==> src/rtl/wisc_pkg.sv <==
// Shared types and default widths for the memory-port arbiter slice.
package wisc_pkg;

  localparam int ADDR_W_DEF = 16;
  localparam int DATA_W_DEF = 16;

  typedef enum logic [1:0] {
    IDLE    = 2'd0,
    IF_BUSY = 2'd1,
    D_BUSY  = 2'd2,
    HALTED  = 2'd3
  } arb_state_t;

endpackage

==> src/rtl/mem_port_arbiter_if.sv <==
// Bundle of fetch, data, halt and memory-side signals around the arbiter.
// slave is the arbiter's view; master is the pipeline-plus-memory side.
interface mem_port_arbiter_if
  import wisc_pkg::*;
#(
  parameter int ADDR_W = ADDR_W_DEF,
  parameter int DATA_W = DATA_W_DEF
);

  logic              if_req;
  logic [ADDR_W-1:0] if_addr;
  logic [DATA_W-1:0] if_data;
  logic              if_valid;
  logic              d_re;
  logic              d_we;
  logic [ADDR_W-1:0] d_addr;
  logic [DATA_W-1:0] d_wdata;
  logic [DATA_W-1:0] d_rdata;
  logic              d_done;
  logic              halt_req;
  logic              halted;
  logic [ADDR_W-1:0] mem_addr;
  logic [DATA_W-1:0] mem_wdata;
  logic              mem_re;
  logic              mem_we;
  logic [DATA_W-1:0] mem_rdata;
  logic              mem_rdy;
  logic              err_rw;

  modport slave (
    input  if_req, if_addr, d_re, d_we, d_addr, d_wdata, halt_req, mem_rdata, mem_rdy,
    output if_data, if_valid, d_rdata, d_done, halted, mem_addr, mem_wdata, mem_re, mem_we,
           err_rw
  );

  modport master (
    output if_req, if_addr, d_re, d_we, d_addr, d_wdata, halt_req, mem_rdata, mem_rdy,
    input  if_data, if_valid, d_rdata, d_done, halted, mem_addr, mem_wdata, mem_re, mem_we,
           err_rw
  );

endinterface

==> src/rtl/arb_fair_cnt.sv <==
// Saturating count of consecutive data grants made while a fetch waits.
module arb_fair_cnt #(
  parameter int MAX = 4,
  parameter int W   = $clog2(MAX + 1)
) (
  input  logic clk,
  input  logic rst_n,
  input  logic inc,
  input  logic clr,
  output logic sat
);

  logic [W-1:0] cnt;

  // Count up on inc, stop at MAX; clear wins over increment.
  always_ff @(posedge clk) begin
    if (!rst_n) begin
      cnt <= '0;
    end else if (clr) begin
      cnt <= '0;
    end else if (inc && !sat) begin
      cnt <= cnt + 1'b1;
    end
  end

  assign sat = (cnt == W'(MAX));

endmodule

==> src/rtl/mem_port_arbiter.sv <==
// Single memory port shared by instruction fetch and the data path, one
// outstanding access at a time, data first with bounded fetch starvation,
// and an orderly drain-and-stop on HALT.
module mem_port_arbiter
  import wisc_pkg::*;
#(
  parameter int ADDR_W    = ADDR_W_DEF,
  parameter int DATA_W    = DATA_W_DEF,
  parameter int MAX_D_RUN = 4
) (
  input logic               clk,
  input logic               rst_n,
  mem_port_arbiter_if.slave bus
);

  localparam int CNT_W = $clog2(MAX_D_RUN + 1);

  arb_state_t        state, state_nxt;
  logic [ADDR_W-1:0] acc_addr;
  logic [DATA_W-1:0] acc_wdata;
  logic [DATA_W-1:0] fetch_word;
  logic [DATA_W-1:0] load_word;
  logic              acc_wr;
  logic              fetch_pulse;
  logic              data_pulse;
  logic              halt_seen;
  logic              rw_err;
  logic              data_req, halt_eff, fetch_ok, data_pick;
  logic              busy, done, grant_d, grant_f;
  logic              fcnt_inc, fcnt_clr, fcnt_sat;

  assign data_req  = bus.d_re | bus.d_we;
  assign halt_eff  = halt_seen | bus.halt_req;
  // Once halt is seen a fetch can never be granted, so it stops competing for
  // fairness; otherwise a saturated counter plus halt would stall data forever.
  assign fetch_ok  = bus.if_req & ~halt_eff;
  assign data_pick = data_req & (~fcnt_sat | ~fetch_ok);
  assign busy      = (state == IF_BUSY) | (state == D_BUSY);
  assign done      = busy & bus.mem_rdy;
  assign grant_d   = (state == IDLE) & (state_nxt == D_BUSY);
  assign grant_f   = (state == IDLE) & (state_nxt == IF_BUSY);
  assign fcnt_inc  = grant_d & bus.if_req;
  assign fcnt_clr  = grant_f | ((state == IDLE) & ~bus.if_req);

  arb_fair_cnt #(
    .MAX (MAX_D_RUN),
    .W   (CNT_W)
  ) u_fair_cnt (
    .clk   (clk),
    .rst_n (rst_n),
    .inc   (fcnt_inc),
    .clr   (fcnt_clr),
    .sat   (fcnt_sat)
  );

  // State register.
  always_ff @(posedge clk) begin
    if (!rst_n) begin
      state <= IDLE;
    end else begin
      state <= state_nxt;
    end
  end

  // Next state: arbitration in IDLE, wait for mem_rdy while busy, HALTED is terminal.
  always_comb begin
    state_nxt = state;
    case (state)
      IDLE: begin
        if (data_pick) begin
          state_nxt = D_BUSY;
        end else if (fetch_ok) begin
          state_nxt = IF_BUSY;
        end else if (halt_eff) begin
          state_nxt = HALTED;
        end
      end
      IF_BUSY, D_BUSY: begin
        if (bus.mem_rdy) begin
          state_nxt = IDLE;
        end
      end
      HALTED:  state_nxt = HALTED;
      default: state_nxt = IDLE;
    endcase
  end

  // Strobes and halted decoded from state; write/read choice fixed at grant.
  always_comb begin
    bus.mem_re = 1'b0;
    bus.mem_we = 1'b0;
    bus.halted = 1'b0;
    case (state)
      IF_BUSY: bus.mem_re = 1'b1;
      D_BUSY: begin
        bus.mem_re = ~acc_wr;
        bus.mem_we = acc_wr;
      end
      HALTED:  bus.halted = 1'b1;
      default: ;
    endcase
  end

  // Access registers: address/data latched on grant, read data captured on completion.
  always_ff @(posedge clk) begin
    if (!rst_n) begin
      acc_addr    <= '0;
      acc_wdata   <= '0;
      acc_wr      <= 1'b0;
      fetch_word  <= '0;
      load_word   <= '0;
      fetch_pulse <= 1'b0;
      data_pulse  <= 1'b0;
    end else begin
      fetch_pulse <= done & (state == IF_BUSY);
      data_pulse  <= done & (state == D_BUSY);
      if (grant_d) begin
        acc_addr  <= bus.d_addr;
        acc_wdata <= bus.d_wdata;
        acc_wr    <= bus.d_we;
      end else if (grant_f) begin
        acc_addr  <= bus.if_addr;
        acc_wdata <= '0;
        acc_wr    <= 1'b0;
      end
      if (done && (state == IF_BUSY)) begin
        fetch_word <= bus.mem_rdata;
      end
      if (done && (state == D_BUSY) && !acc_wr) begin
        load_word <= bus.mem_rdata;
      end
    end
  end

  // Sticky flags: halt latch and simultaneous read+write error.
  always_ff @(posedge clk) begin
    if (!rst_n) begin
      halt_seen <= 1'b0;
      rw_err    <= 1'b0;
    end else begin
      halt_seen <= halt_seen | bus.halt_req;
      rw_err    <= rw_err | (bus.d_re & bus.d_we & (state != HALTED));
    end
  end

  assign bus.mem_addr  = acc_addr;
  assign bus.mem_wdata = acc_wdata;
  assign bus.if_data   = fetch_word;
  assign bus.if_valid  = fetch_pulse;
  assign bus.d_rdata   = load_word;
  assign bus.d_done    = data_pulse;
  assign bus.err_rw    = rw_err;

endmodule

==> src/flat_wrapper.sv <==
// flat-port wrapper written by rule: the top's interface ports become plain ports
module mem_port_arbiter_flat import wisc_pkg::*;
#(
  parameter int ADDR_W    = ADDR_W_DEF,
  parameter int DATA_W    = DATA_W_DEF,
  parameter int MAX_D_RUN = 4
)
  (clk, rst_n, bus_if_req, bus_if_addr, bus_d_re, bus_d_we, bus_d_addr, bus_d_wdata, bus_halt_req, bus_mem_rdata, bus_mem_rdy, bus_if_data, bus_if_valid, bus_d_rdata, bus_d_done, bus_halted, bus_mem_addr, bus_mem_wdata, bus_mem_re, bus_mem_we, bus_err_rw);
  mem_port_arbiter_if #(.ADDR_W(ADDR_W), .DATA_W(DATA_W)) bus_i ();
  input logic clk;
  input logic rst_n;
  input wire logic [$bits(bus_i.if_req)-1:0] bus_if_req;
  input wire logic [$bits(bus_i.if_addr)-1:0] bus_if_addr;
  input wire logic [$bits(bus_i.d_re)-1:0] bus_d_re;
  input wire logic [$bits(bus_i.d_we)-1:0] bus_d_we;
  input wire logic [$bits(bus_i.d_addr)-1:0] bus_d_addr;
  input wire logic [$bits(bus_i.d_wdata)-1:0] bus_d_wdata;
  input wire logic [$bits(bus_i.halt_req)-1:0] bus_halt_req;
  input wire logic [$bits(bus_i.mem_rdata)-1:0] bus_mem_rdata;
  input wire logic [$bits(bus_i.mem_rdy)-1:0] bus_mem_rdy;
  output wire logic [$bits(bus_i.if_data)-1:0] bus_if_data;
  output wire logic [$bits(bus_i.if_valid)-1:0] bus_if_valid;
  output wire logic [$bits(bus_i.d_rdata)-1:0] bus_d_rdata;
  output wire logic [$bits(bus_i.d_done)-1:0] bus_d_done;
  output wire logic [$bits(bus_i.halted)-1:0] bus_halted;
  output wire logic [$bits(bus_i.mem_addr)-1:0] bus_mem_addr;
  output wire logic [$bits(bus_i.mem_wdata)-1:0] bus_mem_wdata;
  output wire logic [$bits(bus_i.mem_re)-1:0] bus_mem_re;
  output wire logic [$bits(bus_i.mem_we)-1:0] bus_mem_we;
  output wire logic [$bits(bus_i.err_rw)-1:0] bus_err_rw;
  assign bus_i.if_req = bus_if_req;
  assign bus_i.if_addr = bus_if_addr;
  assign bus_i.d_re = bus_d_re;
  assign bus_i.d_we = bus_d_we;
  assign bus_i.d_addr = bus_d_addr;
  assign bus_i.d_wdata = bus_d_wdata;
  assign bus_i.halt_req = bus_halt_req;
  assign bus_i.mem_rdata = bus_mem_rdata;
  assign bus_i.mem_rdy = bus_mem_rdy;
  assign bus_if_data = bus_i.if_data;
  assign bus_if_valid = bus_i.if_valid;
  assign bus_d_rdata = bus_i.d_rdata;
  assign bus_d_done = bus_i.d_done;
  assign bus_halted = bus_i.halted;
  assign bus_mem_addr = bus_i.mem_addr;
  assign bus_mem_wdata = bus_i.mem_wdata;
  assign bus_mem_re = bus_i.mem_re;
  assign bus_mem_we = bus_i.mem_we;
  assign bus_err_rw = bus_i.err_rw;
  mem_port_arbiter #(.ADDR_W(ADDR_W), .DATA_W(DATA_W), .MAX_D_RUN(MAX_D_RUN)) u_core (.clk(clk), .rst_n(rst_n), .bus(bus_i));
endmodule
==> config.mk <==
export PLATFORM = sky130hd
export DESIGN_NAME = mem_port_arbiter_flat
export DESIGN_NICKNAME = d
export VERILOG_FILES = /design/src/rtl/wisc_pkg.sv /design/src/rtl/mem_port_arbiter_if.sv /design/src/rtl/arb_fair_cnt.sv /design/src/rtl/mem_port_arbiter.sv /design/src/flat_wrapper.sv
export SDC_FILE = /design/constraint.sdc
export NUM_CORES = 1
export LEC_CHECK = 0
export ABC_AREA = 1
export CORE_ASPECT_RATIO = 1.1
export CORE_MARGIN = 3
export CORE_UTILIZATION = 42
export CTS_CLUSTER_DIAMETER = 30
export DETAILED_ROUTE_END_ITERATION = 10
export PLACE_DENSITY_LB_ADDON = 0.05
export SYNTH_ARGS = -nofsm -noshare
export SYNTH_HDL_FRONTEND = slang
export SYNTH_SLANG_ARGS = --single-unit
==> constraint.sdc <==
create_clock -name clk -period 1.8 [get_ports clk]
set_input_delay 0.36 -clock clk [delete_from_list [all_inputs] [get_ports clk]]
set_output_delay 0.36 -clock clk [all_outputs]
set_load 0.02 [all_outputs]
## Yosys cells after proc, flatten, opt, wreduce, memory -nomap -nowiden

Index checks and enable logic that the tools add are counted.

| cells by class | value |
|---|---|
| bitwise operators | 23 |
| mux-type cells | 14 |
| add/subtract/negate cells | 1 |
| reductions and logical operators | 10 |
| equal/unequal tests | 7 |

Operator list:

| cell | count |
|---|---|
| 16-bit two-way mux | 4 |
| 1-bit bitwise AND | 11 |
| 2-bit two-way mux | 4 |
| 2-bit == test, second input constant | 3 |
| 1-bit NOT | 6 |
| 1-bit OR | 6 |
| 2-bit case mux with 3 select lines | 1 |
| 2-bit by 1-bit == test with 1-bit output, second input constant | 2 |
| 1-bit logical AND | 4 |
| 1-bit two-way mux | 4 |
| 2-bit OR reduction | 2 |
| 3-bit by 1-bit adder with 3-bit output, second input constant | 1 |
| 3-bit == test, second input constant | 1 |
| 1-bit zero test | 2 |
| 2-bit zero test | 1 |
| 2-bit != test, second input constant | 1 |
| 1-bit case mux with 2 select lines | 1 |
| 2-bit nonzero test | 1 |

| word-level totals | value |
|---|---|
| word-level logic and storage cells | 66 |
| output and inout bits | 70 |
| bits in registers | 74 |

## Logic depth before layout (Yosys ltp)

| depth | value |
|---|---|
| word-level depth | 12 |
| depth in mapped cells | 13 |

## Modules after synthesis

From an unflattened synthesis, not the netlist that was laid out.

| second synthesis, totals | value |
|---|---|
| cells, all modules | 438 |
| area total of the unflattened synthesis | 3216.8 sq um |

Modules (own cells, without submodules):

| module | cells each | area an instance (sq um) | sequential area each (sq um) | instances |
|---|---|---|---|---|
| mem_port_arbiter | 410 | 3037.9 | 1421.4 | 1 |
| arb_fair_cnt | 28 | 178.9 | 60.1 | 1 |

## Worst setup path after synthesis

Ideal clock, no wire load.

| path | value |
|---|---|
| path type | reg2reg |
| start | reg u_core.state[0] |
| end | reg u_core.load_word[0], in the netlist u_core.bus.d_rdata[0] |
| arrival | 1.548 ns |
| library setup time | 0.116 ns |
| clock period less this slack | 1.664 ns |
| path slack | 0.136 ns |
| cell stages (with the launch flop) | 9 |
| buffers on the path | 1 |
| cell sequence | dfxtp_1 inv_1 ha_1 nand2_1 nor3_2 inv_1 clkbuf_1 nor2_1 nor2_1 |

| on the way | value |
|---|---|
| cells in the longest elaborated chain, start to end | 5 |

Ends and longest elaborated chain:

| what | line | RTL |
|---|---|---|
| start, declared | mem_port_arbiter.sv:18 | `arb_state_t state, state_nxt;` |
| start signal, assigned | mem_port_arbiter.sv:61 | `state <= state_nxt;` |
| 2-bit by 1-bit == test with 1-bit output / 2-bit == test (equally long branches) | mem_port_arbiter.sv:38, mem_port_arbiter.sv:129 |  |
| 1-bit OR | mem_port_arbiter.sv:38 | `assign busy = (state == IF_BUSY) \| (state == D_BUSY);` |
| 1-bit bitwise AND | mem_port_arbiter.sv:39 | `assign done = busy & bus.mem_rdy;` |
| 1-bit logical AND * (2 in a row) | mem_port_arbiter.sv:129 | `if (done && (state == D_BUSY) && !acc_wr) begin` |
| end signal, assigned | mem_port_arbiter.sv:130 | `load_word <= bus.mem_rdata;` |
| end, declared | mem_port_arbiter.sv:22 | `logic [DATA_W-1:0] load_word;` |

Mark *: on every way between the ends. The rest lies on a longest branch, timed or not.
A chain may end at the register's enable or synchronous reset.

## Worst setup path after layout

| path | value |
|---|---|
| start | reg u_core.state[0] |
| end | out bus_halted |

| on the way | value |
|---|---|
| cells in the longest elaborated chain, start to end | 2 |

Ends and longest elaborated chain:

| what | line | RTL |
|---|---|---|
| 2-bit == test | mem_port_arbiter.sv:93 | `case (state)` |
| 1-bit two-way mux | mem_port_arbiter.sv:93 |  |
| end, declared | flat_wrapper.sv:25 | `output wire logic [$bits(bus_i.halted)-1:0] bus_halted;` |

No other way between the ends.

==> metrics.cfg <==
[run_status]
status=complete, no violations

[timing]
max_freq_ghz=0.579
finalCritPeriodShare_pct=96.0
max_slew.worst_pin.slew_ns=0.527
period_minus_slack_ns=1.73
drv_slew=0
finalSetupViolations=0
fin_ws_ns=0.0719
hold_viol=0
setup-tns-final_ns=0
skew_ns=0.00988
rsz0062_at_grt=yes
relSlewSlack_pct=64.9

[synthesis]
synth_area_leader_cell=dfxtp_1
synth-seq-cells=74
yosysTopAreaCellShare_pct=45.5
synth_ff_type=dfxtp_1
ys.warnings.count=0
yosys-top-cells-area=dfxtp_1 (45%), nor2_1 (11%), nand2_1 (7.1%), nand3_1 (5.5%), o21ai_0 (5.2%)
synth_cells=435
synth_edf_count=0
yosysSeqAreaShare_pct=45.5
ys_top_cells_by_count=nor2_1 (97), dfxtp_1 (74), nand2_1 (62)
synth_nets=512
ys_types=30
syn_area_um2=3260
synthArstFlopShare_pct=0
syn_area_per_cell_um2=7.49
yosysMostFrequentCell=nor2_1

[critical_path]
path_cells=buf_4 -> ha_1 -> dlygate4sd2_1
slowest_stage=dlygate4sd2_1
max_stage_delay_ns=0.34
crit_type=reg -> out
path_max_fanout=3
worst_ep_required_time_ns=1.44
start_kind=flop
cp_data_arrival_time_ns=1.37
crit_path_end_kind=primary output

[cells_and_area]
antenna_cells=0
drive_gt1_share_pct=13.5
area_delta_synth_final_pct=59.0
fillerInstances=658
final_nets=665

[die]
rows=33
core-area_um2=7510
die_w_um=90.0
dieArea_um2=8850
ios=141
die_h_um=98.4
start_util_pct=43.4

[route]
wire_per_inst_um=13.3
vias=3407
routed_via_density=4.88
dr.pass1.iters=4
drt_iter0_drc=96
drc=0
routed_wl_um=9260
ant_nets=0

[global_routing]
antenna_found_initial=0
grt_pass1_wl_um=15400
grt_max_degree=49
grtUsageTotal_pct=20.9
overflow=0
grt_pass1_vias=3318

[place]
dp_hpwl_um=6510
io_buffer_count=140
pre_cts_slack_ns=-0.144
gp_congestion=0.753

[flow_run]
drv_cap=0

[clock_tree]
clk_pin_slew_ns=0.08
cts_buffers=9
htree_levels=3
cts_tree=built
root_buffer=clkbuf_8
clk_latency_ns=0.34
clock_sinks=74
cts_max_path_buffers=2

[pwr]
cellLeakagePower_nw=2.16
power.density_nw_per_um2=833
ir_drop_mv=0.534

[min_path]
hold_class=reg -> reg

==> cells by family after synthesis <==
group	after synthesis	share of synthesized area, %
AOI/OAI and AO/OA	59	9.41
buffers and inverters	46	6.11
and+or+nand+nor	249	36.4
DFF	74	45.5
xor gates and xnor gates	1	0.269
adders and majority gates	6	2.30
==> cell type report <==
class	count	area, µm²	share of cell area, %
repair buffers	170	1700	32.9
inverters	18	71.3	1.38
multi-input cells	315	1610	31.1
well taps	105	131	2.54
flip-flops and latches	74	1490	28.7
clock inverters	5	37.5	0.724
clock buffers	11	141	2.73
==> sequential cells by signal (all words and copies together), names as in the netlist <==
name                   count
u_core.bus.d_rdata        16
u_core.state               2
u_core.bus.if_data        16
u_core.bus.err_rw          1
u_core.bus.d_done          1
u_core.bus.mem_wdata      16
u_core.acc_wr              1
u_core.halt_seen           1
u_core.bus.if_valid        1
u_core.u_fair_cnt.cnt      3
u_core.bus.mem_addr       16
==> final timing paths <==
path / from / endpoint / slack [ns] / cells after the start
max reg2reg: u_core.state[1] / u_core.bus.d_rdata[3] / 0.07 / 9
max: u_core.state[0] / bus_halted / 0.07 / 3
min reg2reg: u_core.bus.mem_wdata[11] / u_core.bus.mem_wdata[11] / 0.48 / 2
min: u_core.bus.mem_wdata[11] / u_core.bus.mem_wdata[11] / 0.48 / 2
==> per-layer routing <==
metal  vias to the layer above  share of wire, %  GRT usage [%]
met3                         4               7.6           7.55
met1                      1571                43           25.0
met2                        97                49           35.7
met4                         0              0.44           5.65
met5                         -                 0              0
li1                       1735                 -              -
==> timing repair <==
action	in CTS	in global routing
pin swaps	0	1
endpoints found under the setup margin	3	51
hold buffers	0	0
buffers inserted	0	4
gates resized for setup	6	16
gates cloned	0	1
==> metrics by stage <==
step	hold WS (ns)	util, %	power, mW	std cells	cell area (µm²)
after floorplan	0.463	-	2.54	435	3260
after global placement	0.458	65.3	3.13	677	4910
after detailed placement	0.468	65.3	3.15	677	4910
after CTS	0.483	67.6	4.31	693	5080
after global routing	0.503	68.9	4.55	698	5180
final	0.479	68.9	4.31	698	5180
==> cell usage in the layout (no fill, tap or decap), types with 2 or more instances in the layout <==
| master | instances |
|---|---|
| clkbuf_8 | 10 |
| ha_1 | 5 |
| nand2_1 | 61 |
| clkinvlp_4 | 3 |
| a21oi_1 | 19 |
| nand3_1 | 36 |
| nand2_4 | 3 |
| nand3b_1 | 16 |
| buf_4 | 25 |
| dfxtp_1 | 71 |
| nor2_2 | 14 |
| dfxtp_2 | 3 |
| nand4_1 | 17 |
| o21ai_0 | 34 |
| buf_12 | 5 |
| clkdlybuf4s50_1 | 137 |
| a21oi_2 | 3 |
| nor2_1 | 93 |
| nor2_4 | 2 |
| inv_1 | 16 |
==> report_power, final <==
part	total (mW)	leakage (nW)	internal, mW	switching (mW)
clock	1.16	0.0859	0.543	0.617
combinational	1.31	1.46	0.660	0.653
sequential	1.84	0.607	1.77	0.0699
total	4.31	2.16	2.97	1.34
==> critical path, delay by kind of cell, from the launching register on <==
kind / cells / cell delay, ns
DFF: 1 / 0.33
buffers and inverters: 2 / 0.48
adders and majority gates: 1 / 0.22
No activity file was read; power rests on OpenSTA's default activity.
==> RTL edit, RTL diff (same settings) <==
The 4 states of `arb_state_t` get a one-hot encoding in 4 bits.
--- a/src/rtl/wisc_pkg.sv
+++ b/src/rtl/wisc_pkg.sv
@@ -5,9 +5,9 @@
   localparam int DATA_W_DEF = 16;
 
-  typedef enum logic [1:0] {
-    IDLE    = 2'd0,
-    IF_BUSY = 2'd1,
-    D_BUSY  = 2'd2,
-    HALTED  = 2'd3
+  typedef enum logic [3:0] {
+    IDLE    = 4'b0001,
+    IF_BUSY = 4'b0010,
+    D_BUSY  = 4'b0100,
+    HALTED  = 4'b1000
   } arb_state_t;
 
Function: same outputs for any inputs over 10 cycles, from zero or initial values and one cycle with rst_n low; not proved beyond that.
==> RTL edit against the unedited design <==
- wire length fell by 5.7%
- cell area fell by 0.87%
- total power rose by 15%
- sequential power rose by 4%
- worst setup slack got worse by 3.6 ps
- critical path depth rose by 9
- sequential cell count rose by 2
- synthesized cell count fell by 4.4%
- area after synthesis fell by 2.5%
- clock power rose by 34%
- critical endpoint is now u_core.bus.mem_addr[9]$_SDFFE_PN0P_
- largest cell class unchanged
- largest power group unchanged
==> RTL edit: results <==
export IMPL_hp_start="u_core.bus.d_rdata[0]$_SDFFE_PN0P_"
export IMPL_regToRegEndpoint="u_core.bus.mem_addr[9]$_SDFFE_PN0P_"
export IMPL_worst_slack_ps=68.3
export IMPL_wl_met1_um=3600
export IMPL_critPathSlowestCell="dfxtp_2"
export IMPL_grt_pass1_wl_um=13900
export IMPL_hpwl_um=6260
export IMPL_path_delay_family="simple AND/OR/NAND/NOR gates"
export IMPL_wl_met3_um=616
export IMPL_multi_input_area_sq_um=1420
export IMPL_synthDistinctLibCells=36
export IMPL_status="finished clean"
export IMPL_grt_pass1_vias=3136
export IMPL_r2r_cells=12
export IMPL_cp_arrival_ps=2010
export IMPL_final_layout_size_suffix_gt1_share_pct=14.9
export IMPL_finalNetCount=646
export IMPL_dr_wl_met2_um=4340
export IMPL_signal_buffers=172
export IMPL_ir_drop_v=0.000463
export IMPL_finClkSkew_ps=10.2
export IMPL_use_met3_pct=4.92
export IMPL_synthTopCellsByArea="dfxtp_1 (48%), nand2_1 (12%), a21oi_1 (11%)"
export IMPL_met1_usage_pct=22.6
export IMPL_clock_sinks=76
export IMPL_inverters=30
export IMPL_wl_per_cell_um=13.2
export IMPL_regArea_sq_um=1520
[RTL edit: cells by family (layout without fill, tap and decap cells)]
family                   after synthesis  in the layout  share of synthesized area [%]
AO/OA/AOI/OAI                        124            124                           19.9
XOR/XNOR                               1              1                          0.276
adder cells (fa/ha/maj)                2              2                          0.788
buffers and inverters                 56            218                           8.66
flip-flops                            76             76                           47.9
AND/OR/NAND/NOR                      157            157                           22.5
[RTL edit: metrics by stage]
step / area, sq um / utilization, % / power, mW / hold WS (ps) / TNS (ps)
5_1_grt: 5140 / 71.7 / 5.21 / 459 / -118
2_1_floorplan: 3180 / - / 2.69 / 455 / 0
3_3_place_gp: 4800 / 67.0 / 3.35 / 430 / -2550
4_1_cts: 5040 / 70.4 / 4.93 / 445 / 0
3_5_place_dp: 4800 / 67.0 / 3.37 / 434 / -4700
6_report: 5140 / 71.7 / 4.98 / 442 / 0
